[src/rtl/la_oai_pipe.sv]
// Pipelined Or-And-Invert reduction: N groups of M W-bit inputs, per bit
// z = ~&(|group), followed by a STAGES-deep bubble-collapsing valid/ready pipeline.
module la_oai_pipe #(
  parameter int unsigned N      = 2,
  parameter int unsigned M      = 3,
  parameter int unsigned W      = 1,
  parameter int unsigned STAGES = 2,
  parameter              PROP   = "DEFAULT"
) (
  input  logic               clk,
  input  logic               nreset,
  input  logic               in_valid,
  output logic               in_ready,
  input  logic [N*M*W-1:0]   a,
  output logic               z_valid,
  input  logic               z_ready,
  output logic [W-1:0]       z
);

  if (STAGES < 1 || STAGES > 4) begin : g_bad_stages
    $error("la_oai_pipe(%s): STAGES=%0d outside 1..4", PROP, STAGES);
  end

  logic [W-1:0]      oai;
  logic [STAGES-1:0] vld_q, vld_d, adv, up_vld;
  logic [W-1:0]      dat_q  [STAGES];
  logic [W-1:0]      dat_d  [STAGES];
  logic [W-1:0]      up_dat [STAGES];

  always_comb begin
    logic [W-1:0] and_acc;
    logic [W-1:0] or_acc;
    and_acc = '1;
    or_acc  = '0;
    for (int unsigned g = 0; g < N; g++) begin
      or_acc = '0;
      for (int unsigned i = 0; i < M; i++) begin
        or_acc = or_acc | a[((g*M)+i)*W +: W];
      end
      and_acc = and_acc & or_acc;
    end
    oai = ~and_acc;
  end

  // Advance enables ripple back from z_ready; an empty stage always advances,
  // which lets later inputs collapse into bubbles while the output is stalled.
  always_comb begin
    adv[STAGES-1] = !vld_q[STAGES-1] || z_ready;
    for (int unsigned k = STAGES-1; k > 0; k--) begin
      adv[k-1] = !vld_q[k-1] || adv[k];
    end
    up_vld    = STAGES'({vld_q, in_valid});
    up_dat[0] = oai;
    for (int unsigned k = 1; k < STAGES; k++) begin
      up_dat[k] = dat_q[k-1];
    end
    for (int unsigned k = 0; k < STAGES; k++) begin
      vld_d[k] = adv[k] ? up_vld[k] : vld_q[k];
      dat_d[k] = adv[k] ? up_dat[k] : dat_q[k];
    end
  end

  always_ff @(posedge clk or negedge nreset) begin
    if (!nreset) begin
      vld_q <= '0;
      for (int unsigned k = 0; k < STAGES; k++) begin
        dat_q[k] <= '0;
      end
    end else begin
      vld_q <= vld_d;
      for (int unsigned k = 0; k < STAGES; k++) begin
        dat_q[k] <= dat_d[k];
      end
    end
  end

  assign in_ready = adv[0];
  assign z_valid  = vld_q[STAGES-1];
  assign z        = dat_q[STAGES-1];

endmodule

[config.mk]
export PLATFORM = sky130hd
export DESIGN_NAME = la_oai_pipe
export DESIGN_NICKNAME = d
export VERILOG_FILES = /design/src/rtl/la_oai_pipe.sv
export SDC_FILE = /design/constraint.sdc
export NUM_CORES = 1
export LEC_CHECK = 0
export ABC_AREA = 1
export CAP_MARGIN = 20
export CORE_AREA = 2 2 39 41
export CTS_BUF_LIST = sky130_fd_sc_hd__clkbuf_4 sky130_fd_sc_hd__clkbuf_8
export CTS_CLUSTER_DIAMETER = 120
export DETAILED_ROUTE_END_ITERATION = 7
export DIE_AREA = 0 0 41 43
export PLACE_DENSITY = 0.38
export SYNTH_ARGS = -nofsm -noshare
export SYNTH_HDL_FRONTEND = slang
export SYNTH_SLANG_ARGS = --single-unit
[constraint.sdc]
create_clock -name clk -period 1.05 [get_ports clk]
set_clock_uncertainty 0.2 [all_clocks]
set_input_delay 0.2625 -clock clk [delete_from_list [all_inputs] [get_ports clk]]
set_output_delay 0.2625 -clock clk [all_outputs]
set_load 0.01 [all_outputs]
==> flow_summary.yaml <==
sta:
  slew_headroom: 0.866
  fin_ws_ns: -0.323
  final-max-slew-violation-count: 0
  setup_viol: 6
  fmax_mhz: 729
  hold_viol: 0
  rsz0062_at_grt: "yes"
  hold_slack_ns: 0.0401
  min_period_over_period: 1.31
  tns_ns: -1.05
  tightestPinTransition_ns: 0.201
  period_needed_ns: 1.37
final_layout:
  final_cell_mix: "8 x clkdlybuf4s50_1, 5 x nand2_2, 4 x nand2_1, 4 x dfrtp_1"
  fin_area_um2: 389
  layout-drive-gt1-share: 0.405
  num_antenna_cells: 0
  layout_commonest_cell: "clkdlybuf4s50_1"
  regArea_um2: 100
  nets: 54
  fin_cells: 58
  syn_to_final_growth_pct: 109
  nFillCells: 167
  multi_input_area_um2: 81.3
placement:
  placed_area_um2: 334
  place_hpwl_um: 375
  place_inst: 52
  io_buffers: 12
  gp_congestion: 0.575
clocking:
  clkLatencyLatePin_ns: 0.23
  cts_tree: "built"
  clk_path_buf_depth: 2
  htreeDepth: 1
  cts_root_buf: "clkbuf_4"
  cts_num_sinks: 4
  numCtsBuffers: 3
  cts.reportedPaths.clkPinSlew_ns: 0.04
worst_setup_path:
  r2r_slack_ns: -0.15
  crit_path_end: "in_ready"
  r2r_end: "dat_q[1]"
  worstPathArrival_ns: 0.91
  path_max_fanout: 2
  r2r_cells: 7
  crit_slowest_cell: "dfrtp_1"
  crit_chain: "inv_2, nor2_4, nand2_2, buf_6"
  crit_start: "vld_q[1]"
  worstReg2RegStart: "vld_q[1]"
  worst_setup_path_start_kind: "register"
  crit_required_ns: 0.59
  setup.worst_path.class: "register to output pin"
  timing.critical_path.slowest_cell_delay_ns: 0.34
  crit_path_end_kind: "output pin"
synthesis:
  yosys.area_share.simple: 0.356
  synth_cell_types: 10
  syn_nets: 33
  synth_xor_area_frac: 0
  netlist_instances: 23
  ys_ff_latch: 4
  seq_area_frac_synth: 0.537
  synth_compound_area_frac: 0.0268
  synth_fa_ha_area_frac: 0
  synthMuxAreaShare: 0
  synth_top_family_by_area: "simple AND/OR/NAND/NOR gates"
  syn_avg_cell_area_um2: 8.11
  ys_warn_count: 0
  syn-cell-area_um2: 186
floorplanning:
  fp.dieW_um: 41
  dieArea_mm2: 0.00176
  rows: 14
  initial_core_util: 0.135
  core_area_mm2: 0.00138
  fp.dieH_um: 43
  io_pins: 13
routing:
  drt-wirelength-per-cell_um: 8.29
  routed_via_density: 3.71
  wl_um: 481
  drc_errors: 0
  drt_iter0_markers: 0
  num_vias: 215
  firstDrtPassIters: 1
  ant_nets: 0
pwr:
  total_power_w: 0.000483
  p_leak_nw: 0.196
  powerDensity_mw_per_mm2: 1240
  peakVddDrop_mv: 0.302
grt:
  grt_max_degree: 5
  grt_pass1_wl_um: 821
  grt_overflow_total: 0
  antenna_found_initial: 0
  grt_pass1_vias: 231
  grt_usage: 0.0764
flow_run:
  maxCapViolCount: 0
run_status:
  violations: "negative setup slack"
  outcome: "finished, violations left"
min_path:
  hold_class: "primary input to async pin"
-- critical path, delay by kind of cell, from the launching register on --
family        cells  cell delay (ns)
buf+inv           2             0.18
flops             1             0.34
simple gates      2             0.16
-- area by class of cell --
class / instances / share of cell area
multi-input cells: 15 / 0.209
inverters: 4 / 0.0386
repair buffers: 16 / 0.386
flip-flops and latches: 4 / 0.257
well taps: 16 / 0.0514
clock buffers: 3 / 0.0579
-- worst min path at each step --
stage	startpoint	to	slack (ns)
4_1_cts	nreset	z	0.04
5_1_grt	nreset	dat_q[1]	0.05
3_5_place_dp	dat_q[1]	z	0.28
3_3_place_gp	dat_q[1]	z	0.27
2_1_floorplan	nreset	dat_q[1]	-0.23
6_report	nreset	z	0.04
-- stage by stage --
step | utilization | setup slack, ns
final | 0.281 | -0.323
after global routing | 0.281 | -0.373
after detailed placement | 0.241 | -0.864
after global placement | 0.241 | -0.866
after CTS | 0.259 | -0.357
after floorplan | - | -0.0399
-- metal layers --
layer,GRT usage,share of wire,vias up
li1,-,-,108
met3,0.0209,0.12,0
met2,0.109,0.54,12
met5,0,0,-
met4,0.100,0,0
met1,0.0710,0.34,95
-- state kept, by name, indices dropped and copies added, names as in the netlist --
signal,flops
dat_q,1
vld_q,2
z,1
-- synth_stat cells --
cell     instances  area, um^2
nand3_1          1        5.00
nor2_4           1        11.3
inv_1            3        11.3
nand2_2          1        6.26
dfrtp_1          4         100
o21ai_1          1        5.00
inv_2            1        3.75
or2_1            1        6.26
nor2_1           2        7.51
nand2_1          8        30.0
-- where the power goes --
part | internal (W) | switching (W)
sequential | 0.000170 | 0.00000926
combinational | 0.0000722 | 0.0000445
clock | 0.000128 | 0.0000593
-- cell families (layout without fill, tap and decap cells) --
kind of cell	after synthesis	count (layout)
buf+inv	4	23
flops	4	4
simple gates	14	14
compound gates	1	1
-- repair_timing --
item,CTS,global route
setup buffers,1,2
resized for setup,11,9
cloned,0,0
hold buffers,0,0
setup endpoints to repair,6,7
pin swaps,1,1
(Power assumes the default switching activity.)
